### config.mk
export PLATFORM = sky130hd
export DESIGN_NAME = alu_op_scheduler
export DESIGN_NICKNAME = d
export VERILOG_FILES = /design/src/rtl/alu_op_scheduler.sv
export SDC_FILE = /design/constraint.sdc
export NUM_CORES = 1
export LEC_CHECK = 0
export ABC_AREA = 1
export BUFFER_PORTS_ARGS = -buffer_cell sky130_fd_sc_hd__buf_2
export CORE_UTILIZATION = 46
export DETAILED_ROUTE_END_ITERATION = 16
export PLACE_DENSITY = 0.75
export SYNTH_ARGS = -nofsm -noshare
export SYNTH_HDL_FRONTEND = slang
export SYNTH_SLANG_ARGS = --single-unit
### constraint.sdc
create_clock -name clk -period 1.4 [get_ports clk]
set_input_delay 0 -clock clk [delete_from_list [all_inputs] [get_ports clk]]
set_output_delay 0 -clock clk [all_outputs]
set_load 0.01 [all_outputs]
### src/rtl/alu_op_scheduler.sv
// Round-robin scheduler sharing one ALU between requesters A and B. It registers the
// operands, waits a fixed settle time, captures the result, and returns it to the winner.
module alu_op_scheduler #(
  parameter int WIDTH  = 5,
  parameter int SETTLE = 2,
  parameter int CNT_W  = 8
) (
  input  logic             clk,
  input  logic             rst,
  input  logic             a_req_valid,
  output logic             a_req_ready,
  input  logic [1:0]       a_op,
  input  logic [WIDTH-1:0] a_x,
  input  logic [WIDTH-1:0] a_y,
  output logic             a_resp_valid,
  input  logic             a_resp_ready,
  input  logic             b_req_valid,
  output logic             b_req_ready,
  input  logic [1:0]       b_op,
  input  logic [WIDTH-1:0] b_x,
  input  logic [WIDTH-1:0] b_y,
  output logic             b_resp_valid,
  input  logic             b_resp_ready,
  output logic [WIDTH-1:0] resp_f,
  output logic             resp_cout,
  output logic             resp_ovf,
  output logic [WIDTH-1:0] alu_x,
  output logic [WIDTH-1:0] alu_y,
  output logic [1:0]       alu_s,
  input  logic [WIDTH-1:0] alu_f,
  input  logic             alu_cout,
  input  logic             alu_ovf,
  output logic             busy,
  output logic [CNT_W-1:0] ops_done,
  output logic [1:0]       state_dbg
);

  // Handshakes: a transfer happens on a rising edge where valid and ready are both high.
  // Ready never depends on the same channel's data; resp_valid holds until resp_ready.

  typedef enum logic [1:0] {
    IDLE = 2'd0,
    WAIT = 2'd1,
    RESP = 2'd2
  } state_t;

  localparam logic GRANT_A = 1'b0;
  localparam logic GRANT_B = 1'b1;
  localparam logic [3:0] SETTLE_LAST = 4'(SETTLE - 1);

  state_t     state_q, state_nxt;
  logic       owner_q;
  logic       last_grant_q;
  logic [3:0] cnt_q;
  logic       capture;
  logic       resp_fire;

  always_comb begin
    state_nxt    = state_q;
    a_req_ready  = 1'b0;
    b_req_ready  = 1'b0;
    a_resp_valid = 1'b0;
    b_resp_valid = 1'b0;
    capture      = 1'b0;
    resp_fire    = 1'b0;
    case (state_q)
      IDLE: begin
        a_req_ready = a_req_valid & (!b_req_valid | (last_grant_q == GRANT_B));
        b_req_ready = b_req_valid & (!a_req_valid | (last_grant_q == GRANT_A));
        if (a_req_ready || b_req_ready) state_nxt = WAIT;
      end
      WAIT: begin
        if (cnt_q == SETTLE_LAST) begin
          capture   = 1'b1;
          state_nxt = RESP;
        end
      end
      RESP: begin
        a_resp_valid = (owner_q == GRANT_A);
        b_resp_valid = (owner_q == GRANT_B);
        // Only the owner's ready can retire the response.
        resp_fire    = (owner_q == GRANT_A) ? a_resp_ready : b_resp_ready;
        if (resp_fire) state_nxt = IDLE;
      end
      default: state_nxt = IDLE;
    endcase
  end

  always_ff @(posedge clk) begin
    if (rst) begin
      state_q      <= IDLE;
      owner_q      <= GRANT_A;
      last_grant_q <= GRANT_B;
      cnt_q        <= 4'd0;
      alu_x        <= '0;
      alu_y        <= '0;
      alu_s        <= 2'b00;
      resp_f       <= '0;
      resp_cout    <= 1'b0;
      resp_ovf     <= 1'b0;
      ops_done     <= '0;
    end else begin
      state_q <= state_nxt;
      if (a_req_ready) begin
        alu_x        <= a_x;
        alu_y        <= a_y;
        alu_s        <= a_op;
        owner_q      <= GRANT_A;
        last_grant_q <= GRANT_A;
        cnt_q        <= 4'd0;
      end else if (b_req_ready) begin
        alu_x        <= b_x;
        alu_y        <= b_y;
        alu_s        <= b_op;
        owner_q      <= GRANT_B;
        last_grant_q <= GRANT_B;
        cnt_q        <= 4'd0;
      end
      if (state_q == WAIT) cnt_q <= cnt_q + 4'd1;
      // The ALU is only trusted on the capture edge; it is free-running otherwise.
      if (capture) begin
        resp_f    <= alu_f;
        resp_cout <= alu_cout;
        resp_ovf  <= alu_ovf;
      end
      if (resp_fire) ops_done <= ops_done + 1'b1;
    end
  end

  assign busy      = (state_q != IDLE);
  assign state_dbg = state_q;

endmodule

## Yosys cells after proc, flatten, opt, wreduce, memory -nomap -nowiden

Index checks and enable logic that the tools add are counted.

| storage, ports and cells | value |
|---|---|
| register bits after elaboration | 35 |
| bits of input ports | 37 |
| output and inout port bits | 34 |
| logic and storage cells | 57 |

| operators by class | value |
|---|---|
| add/subtract/negate cells | 2 |
| equal/unequal tests | 6 |
| mux-type cells | 23 |
| bitwise operators | 6 |
| reductions and logical operators | 9 |

Operators with widths:

| kind | count |
|---|---|
| 2-to-1 mux 5 bit | 4 |
| 2-to-1 mux 4 bit | 3 |
| 2-to-1 mux 1 bit | 10 |
| 2-to-1 mux 2 bit | 5 |
| adder 8 x 1 -> 8 bit, second input constant | 1 |
| inequality test 2 bit, second input constant | 3 |
| one-hot mux 2 bit (3 select lines) | 1 |
| adder 4 x 1 -> 4 bit, second input constant | 1 |
| == test 4 x 1 -> 1 bit, second input constant | 1 |
| nonzero test 2 bit | 2 |
| AND reduction 3 bit | 1 |
| nonzero test 3 bit | 1 |
| bitwise AND 1 bit | 2 |
| == test 2 x 1 -> 1 bit, second input constant | 1 |
| == test 2 bit, second input constant | 1 |
| logical NOT 1 bit | 2 |
| logical NOT 2 bit | 1 |
| NOT 1 bit | 2 |
| bitwise OR 1 bit | 2 |
| OR reduction 2 bit | 1 |
| logical OR 1 bit | 1 |

## Longest topological paths before layout

Gate-level depths: netlist (run 1).

| logic depth | value |
|---|---|
| depth after elaboration | 7 |
| depth in mapped cells | 8 |
| mapped depth without buffers | 8 |

## Worst setup path before layout (run 1)

Ideal clock, no wire load.

| timing | value |
|---|---|
| path kind | register to register |
| from | register state_q[0] (netlist: state_dbg[0]) |
| to | register resp_cout |
| library setup time | 0.116 ns |
| arrival | 1.045 ns |
| data required time | 1.284 ns |
| path slack | 0.239 ns |
| stages on the path, launching flop included | 6 |
| path buffers | 0 |
| period minus slack after synthesis | 1.161 ns |
| cells stage by stage | dfxtp_1 > nand2_1 > nor2_4 > inv_1 > nor2_1 > nor2_1 |

| on the way | value |
|---|---|
| longest elaborated chain between the ends | 2 |

Ends and longest elaborated chain:

| element | line | text |
|---|---|---|
| from (decl) | 51 | `state_t state_q, state_nxt;` |
| from (signal assigned) | 103 | `state_q <= state_nxt;` |
| == test 2 x 1 -> 1 bit | 66 | `case (state_q)` |
| 2-to-1 mux 1 bit | 66 |  |
| to (signal assigned) | 123 | `resp_cout <= alu_cout;` |
| to (decl) | 25 | `output logic resp_cout,` |

Every way passes these cells.
A chain may end at the register's enable or synchronous reset.

## Worst setup path in the final report (run 1)

| timing | value |
|---|---|
| from | register cnt_q[0] |
| to | register resp_ovf |

| on the way | value |
|---|---|
| longest elaborated chain between the ends | 3 |

Ends and longest elaborated chain:

| element | line | text |
|---|---|---|
| from (decl) | 54 | `logic [3:0] cnt_q;` |
| from (signal assigned) | 119 | `if (state_q == WAIT) cnt_q <= cnt_q + 4'd1;` |
| == test 4 x 1 -> 1 bit | 73 | `if (cnt_q == SETTLE_LAST) begin` |
| 2-to-1 mux 1 bit | 73 |  |
| 2-to-1 mux 1 bit | 66 |  |
| to (signal assigned) | 124 | `resp_ovf <= alu_ovf;` |
| to (decl) | 26 | `output logic resp_ovf,` |

Every way passes these cells.

==> impl_metrics.env, run 1 <==
export IMPL_outcome="complete, no violations"
export IMPL_io_pins=71
export IMPL_yosys_top_cells_area="dfxtp_1 43%, o21ai_0 9.6%, nand2_1 8.9%"
export IMPL_max_cap_violations=0
export IMPL_crit_fanout=8
export IMPL_grt_max_degree=29
export IMPL_antenna_left=0
export IMPL_wl_um=4233
export IMPL_cp_end_kind="flip-flop"
export IMPL_htreeDepth=2
export IMPL_vdd_ir_drop_worst_mv=0.6316
export IMPL_synth_cell_type_count=23
export IMPL_seq_area_sq_um=700.7
export IMPL_yosys_most_used_dff="dfxtp_1"
export IMPL_dp_final_hpwl_um=2505
export IMPL_synth_edff_count=0
export IMPL_vias_per_cell=4.596
export IMPL_syn2layout_area_growth_pct=46.12
export IMPL_hold_path_class="primary input to flip-flop"
export IMPL_antenna_found_initial=0
export IMPL_die_y_um=61.19
export IMPL_critPathKind="flip-flop to flip-flop"
export IMPL_root_buffer="clkbuf_4"
export IMPL_holdPathStages=3
export IMPL_drcViolationCount=0
export IMPL_grt_usage_pct=23.78
export IMPL_vias=1728
export IMPL_layout_setup_ws_ns=0.1100
export IMPL_yosys_top_cells_count="38 x nand2_1, 35 x dfxtp_1, 31 x nor2_1, 31 x o21ai_0, 30 x inv_1"
export IMPL_syn_num_nets=266
export IMPL_powerDensity_mw_per_mm2=915.8
export IMPL_skew_ns=0.01290
export IMPL_antennaDiodeCount=0
export IMPL_avgSynthCellArea_sq_um=7.131
export IMPL_start_kind="flip-flop"
export IMPL_clk_pin_slew_ns=0.11
export IMPL_period_share_pct=92.14
export IMPL_tritoncts="done"
export IMPL_fmax_ghz=0.7752
export IMPL_placed_cells=336
export IMPL_leakage_nw=1.173
export IMPL_first_pass_iters=4
export IMPL_place_ws_ns=0.1286
export IMPL_multi_input_area_sq_um=733.2
export IMPL_ys_async_sr_fraction_pct=0
export IMPL_yosys_warnings=0
export IMPL_hold_violations=0
export IMPL_synth_most_common_cell="nand2_1"
export IMPL_ys_ff_latch=35
export IMPL_grt_pass1_vias=1518
export IMPL_seq_area_frac_synth_pct=43.48
export IMPL_crit_chain="ha_1 > nand2_1 > nor2_4 > inv_1 > nor2_1 > nor2_1"
export IMPL_clock_path_buffers=2
export IMPL_required_ns=1.63
export IMPL_relSlewSlack_pct=72.93
export IMPL_clk_latency_ns=0.34
export IMPL_drt_iter0_markers=71
export IMPL_cts_buffers=5
export IMPL_ff2ff_path_depth=6
export IMPL_nNetsFinal=371
export IMPL_rsz0062_at_grt="false"
export IMPL_max_slew_worst_pin_slew_ns=0.4055
export IMPL_synth_top_area_cell="dfxtp_1"
export IMPL_overflow=0
export IMPL_max_stage_delay_ns=0.41
export IMPL_std_cell_rows=21
export IMPL_cts_sinks=35
export IMPL_start_util_pct=48.29
export IMPL_fin_crit_ns=1.290
export IMPL_die_w_um=61.19
export IMPL_place_area_sq_mm=0.001974
export IMPL_grt_pass1_wl_um=6499
export IMPL_worst_path_max_delay_cell="dfxtp_1"
export IMPL_core_area_sq_mm=0.003337
export IMPL_fin_cells=376
export IMPL_setup_tns_final_ns=0
export IMPL_setup_viol=0
export IMPL_cp_arrival_ns=1.52
export IMPL_final_area_sq_mm=0.002355
export IMPL_synth_top_area_share_pct=43.48
export IMPL_die_area_sq_mm=0.003744
export IMPL_cpMostUsedCell="nor2_1"
export IMPL_drive_above_1_share_pct=27.88
export IMPL_port_buffers=70
export IMPL_drv_slew=0
export IMPL_syn_area_sq_mm=0.001612
export IMPL_synthCells=226
export IMPL_fillCellCount=285
export IMPL_wl_per_cell_um=11.26
export IMPL_final_util_pct=70.57
export IMPL_place_gp_congestion=0.8366
[path summary, 6_finish.rpt]
path | endpoint | start | slack [ns]
worst max register to register | resp_ovf$_SDFFE_PP0P_ | cnt_q[0]$_SDFFE_PP0P_ | 0.11
worst min-delay path | owner_q$_SDFFE_PP0P_ | b_req_valid | 0.01
worst max-delay path | resp_ovf$_SDFFE_PP0P_ | cnt_q[0]$_SDFFE_PP0P_ | 0.11
worst min register to register | ops_done[4]$_SDFFE_PP0P_ | ops_done[4]$_SDFFE_PP0P_ | 0.47
[metrics by stage]
step	total power, mW	hold slack [ns]
3_5_place_dp	1.576	0.2271
5_1_grt	2.277	0.02277
4_1_cts	2.137	0.002384
2_1_floorplan	1.421	0.1349
6_report	2.156	0.01023
3_3_place_gp	1.568	0.2266
[critical path, delay by kind of cell (launching register included)]
family                     cells  cell delay (ns)
adders and majority gates      1             0.17
buffers and inverters          1             0.17
DFF                            1             0.41
and+or+nand+nor                4             0.43
[sequential cells by signal, indices dropped and copies added, names as in the netlist]
register and count:
resp_cout 1, ops_done 8, cnt_q 4, alu_x 5, last_grant_q 1, alu_y 5
resp_ovf 1, owner_q 1, alu_s 2, state_dbg 2, resp_f 5
[where the power goes]
part           switching [mW]  total [mW]  leakage (nW)  internal, mW
clock network           0.321       0.499        0.0242         0.179
registers              0.0451        1.12         0.287          1.07
logic                   0.297       0.538         0.862         0.241
[cells by family (layout without fill, tap and decap cells)]
logic type	count (synthesis)	after routing	synth area share, %
AND/OR/NAND/NOR	84	84	22.28
AO/OA/AOI/OAI	61	61	19.64
buffers and inverters	41	145	11.18
flip-flops	35	35	43.48
adder cells (fa/ha/maj)	3	3	2.329
XOR/XNOR	2	2	1.087
[area by class of cell]
class / instances / share of cell area, %
clock buffer: 6 / 1.753
tap: 46 / 2.444
inverter: 34 / 5.685
timing repair buffer: 104 / 28.91
multi-input combinational: 150 / 31.14
sequential: 35 / 29.76
timing repair inverter: 1 / 0.3188
[layout by cell type (no fill, tap or decap)]
cell type,instances
nand2_1,37
inv_4,1
buf_2,70
inv_1,29
buf_4,4
inv_2,3
o211ai_1,1
nand4_1,1
dlygate4sd3_1,30
clkbuf_1,1
nor2_4,3
a211oi_1,1
a21oi_1,22
ha_1,3
nor2_2,2
nor3b_1,1
xor2_1,2
o21ai_0,31
nor3_1,3
nand3_1,5
clkbuf_4,5
clkinvlp_4,2
o21ai_1,4
dfxtp_1,35
nand2_2,1
o21ai_2,1
o21a_1,1
nor2_1,31
[layer usage]
layer | track usage [%] | wire length [um] | vias up
met2 | 39.13 | 1994 | 46
met5 | 0 | 0 | -
met4 | 9.091 | 70 | 0
li1 | - | - | 927
met3 | 6.723 | 174 | 8
met1 | 29.50 | 1994 | 747
[what timing repair did]
item,4_1_cts,5_1_grt
cloned,0,1
endpoints found under the setup margin,1,4
resized for setup,0,5
buffers inserted,2,1
hold endpoints to repair,26,0
hold buffers,30,0
pin swaps,1,1
Note: power is estimated with default switching activity, not from simulation.
==> run 2: changes to the inputs <==
--- a/config.mk
+++ b/config.mk
@@ -10,6 +10,8 @@
 export CORE_UTILIZATION = 46
 export DETAILED_ROUTE_END_ITERATION = 16
 export PLACE_DENSITY = 0.75
+export REMOVE_ABC_BUFFERS = 1
+export SETUP_SLACK_MARGIN = 0.4
 export SYNTH_ARGS = -nofsm -noshare
 export SYNTH_HDL_FRONTEND = slang
 export SYNTH_SLANG_ARGS = --single-unit
==> constraint.sdc (replaced) <==
create_clock -name clk -period 1.4 [get_ports clk]
set_input_delay 0.28 -clock clk [delete_from_list [all_inputs] [get_ports clk]]
set_output_delay 0.28 -clock clk [all_outputs]
set_load 0.01 [all_outputs]
==> run 2 against run 1 <==
Effect of this change:
- the flow now finishes with violations (negative setup slack)
- final area increased by 16%
- wire length increased by 22%
- critical path depth decreased by 2
- via count increased by 11%
- register-to-register slack got worse by 0.07 ns
- sequential share of layout area decreased by 2.1 points
- largest cell class unchanged
==> impl_metrics.env, run 2 (synthesis gave the netlist of run 1 again) <==
export IMPL_cp_startpoint="state_dbg[1]$_SDFFE_PP0P_"
export IMPL_vdd_ir_drop_worst_mv=0.6478
export IMPL_htreeDepth=2
export IMPL_wl_met2_um=2728
export IMPL_die_y_um=61.19
export IMPL_relSlewSlack_pct=71.69
export IMPL_start_util_pct=48.29
export IMPL_crit_chain="nor2_4 > inv_2 > nor2_4 > buf_6"
export IMPL_violations="negative setup slack"
export IMPL_final_area_sq_mm=0.002724
export IMPL_place_gp_congestion=0.7354
export IMPL_antenna_left=0
export IMPL_power_mw=2.447
export IMPL_root_buffer="clkbuf_4"
export IMPL_rsz0062_at_grt="true"
export IMPL_period_share_pct=103.5
export IMPL_start_kind="flip-flop"
export IMPL_drt_iter0_markers=133
export IMPL_clock_path_buffers=2
export IMPL_powerDensity_mw_per_mm2=898.2
export IMPL_place_ws_ns=0.1243
export IMPL_required_ns=1.12
export IMPL_layout_setup_ws_ns=-0.04903
export IMPL_die_area_sq_mm=0.003744
export IMPL_reg2reg_to="alu_x[2]$_SDFFE_PP0P_"
export IMPL_cp_arrival_ns=1.17
export IMPL_cp_end_kind="primary output"
export IMPL_fin_crit_ns=1.449
export IMPL_clk_latency_ns=0.33
export IMPL_port_buffers=70
export IMPL_clk_pin_slew_ns=0.10
export IMPL_hold_violations=0
export IMPL_critPathKind="flip-flop to primary output"
export IMPL_cts_sinks=35
export IMPL_grt_usage_pct=25.73
export IMPL_top_layer="met4"
export IMPL_p_int_mw=1.662
export IMPL_grt_pass1_vias=1671
export IMPL_switching_share_pct=32.05
export IMPL_worst_r2r_setup_slack_ns=0.04
export IMPL_largest_reg_flops=8
export IMPL_wl_um=5174
export IMPL_max_stage_delay_ns=0.38
export IMPL_place_area_sq_mm=0.001989
export IMPL_skew_ns=0.008390
export IMPL_holdPathStages=3
export IMPL_wl_per_cell_um=13.91
export IMPL_outcome="complete, but fails checks"
export IMPL_crit_end="a_req_ready"
export IMPL_first_pass_iters=4
export IMPL_cpMostUsedCell="nor2_4"
export IMPL_drt_met1_wl_um=1960
export IMPL_p_seq_share_pct=47.1
export IMPL_vias=1918
export IMPL_syn2layout_area_growth_pct=69.02
export IMPL_final_common_cell="buf_6"
export IMPL_max_cap_violations=0
export IMPL_setup_viol=4
export IMPL_p_clk_share_pct=21.1
export IMPL_hold_path_class="primary input to flip-flop"
export IMPL_tritoncts="done"
export IMPL_fillCellCount=207
export IMPL_drv_slew=0
export IMPL_fmax_ghz=0.6901
export IMPL_ff2ff_path_depth=8
export IMPL_antenna_found_initial=0
export IMPL_final_cell_mix="40 x buf_6, 38 x buf_2, 31 x nand2_1"
export IMPL_worst_path_max_delay_cell="dfxtp_4"
export IMPL_overflow=0
export IMPL_largest_register="ops_done"
export IMPL_antennaDiodeCount=0
export IMPL_r2r_start="state_dbg[1]$_SDFFE_PP0P_"
export IMPL_nNetsFinal=365
export IMPL_std_cell_rows=21
export IMPL_grt_max_degree=29
export IMPL_cts_buffers=5
export IMPL_p_comb_share_pct=31.8
export IMPL_die_w_um=61.19
export IMPL_leakage_nw=1.255
export IMPL_hold_buffers=0
export IMPL_max_slew_worst_pin_slew_ns=0.4240
export IMPL_dr_wl_met3_um=377
export IMPL_p_sw_mw=0.7842
export IMPL_drcViolationCount=0
export IMPL_dp_final_hpwl_um=2614
export IMPL_vias_per_cell=5.156
export IMPL_drive_above_1_share_pct=56.75
export IMPL_io_pins=71
export IMPL_crit_fanout=3
export IMPL_grt_pass1_wl_um=7113
export IMPL_core_area_sq_mm=0.003337
==> run 2: worst min-delay path by stage <==
stage / startpoint / end
5_1_grt: alu_f[1] / resp_f[1]$_SDFFE_PP0P_
3_3_place_gp: ops_done[4]$_SDFFE_PP0P_ / ops_done[4]$_SDFFE_PP0P_
6_report: alu_cout / resp_cout$_SDFFE_PP0P_
4_1_cts: alu_cout / resp_cout$_SDFFE_PP0P_
2_1_floorplan: rst / ops_done[3]$_SDFFE_PP0P_
3_5_place_dp: ops_done[4]$_SDFFE_PP0P_ / ops_done[4]$_SDFFE_PP0P_
==> run 2: power by group through the flow <==
stage               Clock (mW)  Sequential [mW]  Combinational, mW
floorplan                    0             1.17              0.219
global placement             0             1.14              0.437
detailed placement           0             1.14              0.446
CTS                      0.525             1.15              0.638
global route             0.578             1.16              0.833
finish                   0.517             1.15              0.778
==> run 2: routing by layer <==
metal | track usage, % | vias to the layer above
li1 | - | 921
met1 | 28.24 | 905
met2 | 47.20 | 82
met3 | 7.353 | 10
met4 | 8.766 | 0
met5 | 0 | -
==> run 2: repair_timing <==
action,in CTS,in global routing
cloned,3,0
gates resized for setup,94,56
pin swaps,16,24
buffers inserted,16,7
setup endpoints to repair,69,69
==> run 2: layout make-up <==
class                      count  area, sq um  share of cell area, %
sequential                    35        752.0                  27.61
timing repair inverter         3        22.52                 0.8268
timing repair buffer          96        798.3                  29.31
multi-input combinational    150        907.1                  33.30
clock inverter                 1        5.005                 0.1837
inverter                      34        136.4                  5.007
tap                           46        57.56                  2.113
clock buffer                   7        45.04                  1.654
==> run 2: stage by stage <==
step	setup TNS (ns)	util, %	hold WS [ns]	cells
finish	-0.1317	81.63	0.1582	372
floorplan	0	-	0.3491	219
global route	-0.3800	81.63	0.1566	372
detailed placement	0	59.62	0.4456	338
CTS	-0.1299	74.80	0.1540	365
global placement	0	59.62	0.4453	338
==> run 2: worst max-delay path: cells and delay by family (launching register included) <==
kind                   cells  cell delay [ns]
DFF                        1             0.38
and+or+nand+nor            2             0.26
buffers and inverters      2             0.19
==> run 3: changes to the inputs <==
--- a/config.mk
+++ b/config.mk
@@ -7,6 +7,7 @@
 export LEC_CHECK = 0
 export ABC_AREA = 1
 export BUFFER_PORTS_ARGS = -buffer_cell sky130_fd_sc_hd__buf_2
+export CORE_MARGIN = 10
 export CORE_UTILIZATION = 46
 export DETAILED_ROUTE_END_ITERATION = 16
 export PLACE_DENSITY = 0.75
==> run 3 against run 2 <==
Effect of this change:
- the run still ends with negative setup slack left
- clock power grew 52%
- clock skew grew 0.0068 ns
- fmax shrank 4.1%
- utilization grew 5.6 points
- clock-buffer cell count shrank 1
- via count grew 6.2%
- non-clock buffer count grew 14
- sequential share of layout area shrank 1.9 points
- wire length grew 28%
- sequential power is essentially flat
- critical endpoint unchanged
==> impl_metrics.env, run 3 (synthesis gave the netlist of run 1 again) <==
export IMPL_vias_per_cell=5.288
export IMPL_skew_ns=0.01520
export IMPL_antenna_left=0
export IMPL_final_common_cell="buf_6"
export IMPL_largest_reg_flops=8
export IMPL_final_cell_mix="47 x buf_6, 39 x buf_2, 28 x nand2_1"
export IMPL_r2r_start="state_dbg[1]$_SDFFE_PP0P_"
export IMPL_ff2ff_path_depth=9
export IMPL_die_w_um=79.19
export IMPL_grt_pass1_wl_um=9308
export IMPL_cp_arrival_ns=1.23
export IMPL_relSlewSlack_pct=63.71
export IMPL_cts_buffers=5
export IMPL_start_util_pct=47.92
export IMPL_largest_register="ops_done"
export IMPL_fin_crit_ns=1.511
export IMPL_grt_usage_pct=18.38
export IMPL_max_cap_violations=0
export IMPL_drive_above_1_share_pct=62.83
export IMPL_drcViolationCount=0
export IMPL_max_slew_worst_pin_slew_ns=0.5436
export IMPL_powerDensity_mw_per_mm2=960.5
export IMPL_outcome="complete, but fails checks"
export IMPL_clock_path_buffers=2
export IMPL_dp_final_hpwl_um=3195
export IMPL_grt_pass1_vias=1967
export IMPL_wl_per_cell_um=17.22
export IMPL_critPathKind="flip-flop to primary output"
export IMPL_violations="negative setup slack"
export IMPL_power_mw=2.819
export IMPL_required_ns=1.12
export IMPL_worst_r2r_setup_slack_ns=-0.03
export IMPL_layout_setup_ws_ns=-0.1109
export IMPL_antennaDiodeCount=0
export IMPL_clk_pin_slew_ns=0.12
export IMPL_grt_max_degree=29
export IMPL_port_buffers=70
export IMPL_hold_buffers=0
export IMPL_leakage_nw=1.362
export IMPL_io_pins=71
export IMPL_setup_tns_final_ns=-0.4470
export IMPL_drt_iter0_markers=198
export IMPL_die_y_um=79.19
export IMPL_htreeDepth=2
export IMPL_crit_fanout=2
export IMPL_wl_um=6630
export IMPL_fillCellCount=161
export IMPL_fmax_ghz=0.6619
export IMPL_cts_sinks=35
export IMPL_clk_latency_ns=0.36
export IMPL_start_kind="flip-flop"
export IMPL_die_area_sq_mm=0.006271
export IMPL_period_share_pct=107.9
export IMPL_place_gp_congestion=0.7973
export IMPL_setup_viol=11
export IMPL_root_buffer="clkbuf_4"
export IMPL_tritoncts="done"
export IMPL_drv_slew=0
export IMPL_worstHoldStart="alu_f[3]"
export IMPL_cp_end_kind="primary output"
export IMPL_first_pass_iters=4
export IMPL_holdPathEnd="resp_f[3]$_SDFFE_PP0P_"
export IMPL_rsz0062_at_grt="true"
export IMPL_vdd_ir_drop_worst_mv=0.7418
export IMPL_nNetsFinal=378
export IMPL_antenna_found_initial=0
export IMPL_hold_path_class="primary input to flip-flop"
export IMPL_hold_violations=0
export IMPL_holdPathStages=3
export IMPL_reg2reg_to="ops_done[4]$_SDFFE_PP0P_"
export IMPL_syn2layout_area_growth_pct=82.14
export IMPL_overflow=0
export IMPL_core_area_sq_mm=0.003363
export IMPL_std_cell_rows=21
export IMPL_vias=2036
==> run 3: area by class of cell <==
| cell class | instances | area [sq um] | share of cell area (%) |
|---|---|---|---|
| multi-input combinational | 150 | 963.4 | 32.82 |
| timing repair buffer | 110 | 912.1 | 31.07 |
| sequential | 35 | 753.2 | 25.66 |
| inverter | 34 | 148.9 | 5.072 |
| tap | 46 | 57.56 | 1.961 |
| clock buffer | 6 | 51.30 | 1.748 |
| clock inverter | 2 | 35.03 | 1.194 |
| timing repair inverter | 2 | 13.76 | 0.4689 |
==> run 3: report_power, final <==
part	internal, mW	switching [mW]	leakage (nW)	total [mW]
Clock	0.422	0.365	0.0482	0.787
Sequential	1.08	0.0685	0.300	1.15
Combinational	0.434	0.445	1.01	0.879
==> run 3: worst max-delay path: stages, from the launching register on <==
cell and delay [ns]:
dfxtp_2 0.37, inv_2 0.06, nand2_1 0.08, nand2_2 0.10
nor2_4 0.16, buf_6 0.12
==> run 3: what timing repair did <==
| item | 4_1_cts | 5_1_grt |
|---|---|---|
| gates cloned | 1 | 1 |
| pin swaps | 17 | 21 |
| buffers inserted | 24 | 13 |
| resized for setup | 142 | 39 |
| setup endpoints to repair | 69 | 69 |
==> run 3: per-stage QoR <==
step           cells  instance area (sq um)  hold slack (ns)  setup slack, ns  utilization, %
2_1_floorplan    219                   1559           0.3491           0.2393               -
4_1_cts          371                   2685           0.1374         -0.03407           79.84
3_3_place_gp     338                   1989           0.4424           0.1460           59.15
5_1_grt          385                   2935           0.1441          -0.1586           87.28
6_report         385                   2935           0.1415          -0.1109           87.28
3_5_place_dp     338                   1989           0.4440           0.1335           59.15
==> run 3: per-layer routing <==
metal  GRT usage, %  share of wire, %
met5              0                 0
met4          7.527               4.7
met3          8.333                11
met2          31.97                50
met1          18.71                35
==> run 3: worst max-delay path by stage <==
stage / startpoint / endpoint / slack (ns) / depth (start not counted)
floorplan: state_dbg[0]$_SDFFE_PP0P_ / resp_cout$_SDFFE_PP0P_ / 0.24 / 5
global placement: b_req_valid / alu_y[0]$_SDFFE_PP0P_ / 0.15 / 5
detailed placement: b_req_valid / alu_y[0]$_SDFFE_PP0P_ / 0.13 / 5
CTS: state_dbg[0]$_SDFFE_PP0P_ / a_req_ready / -0.03 / 4
global route: last_grant_q$_SDFFE_PP1P_ / a_req_ready / -0.16 / 5
finish: last_grant_q$_SDFFE_PP1P_ / a_req_ready / -0.11 / 5
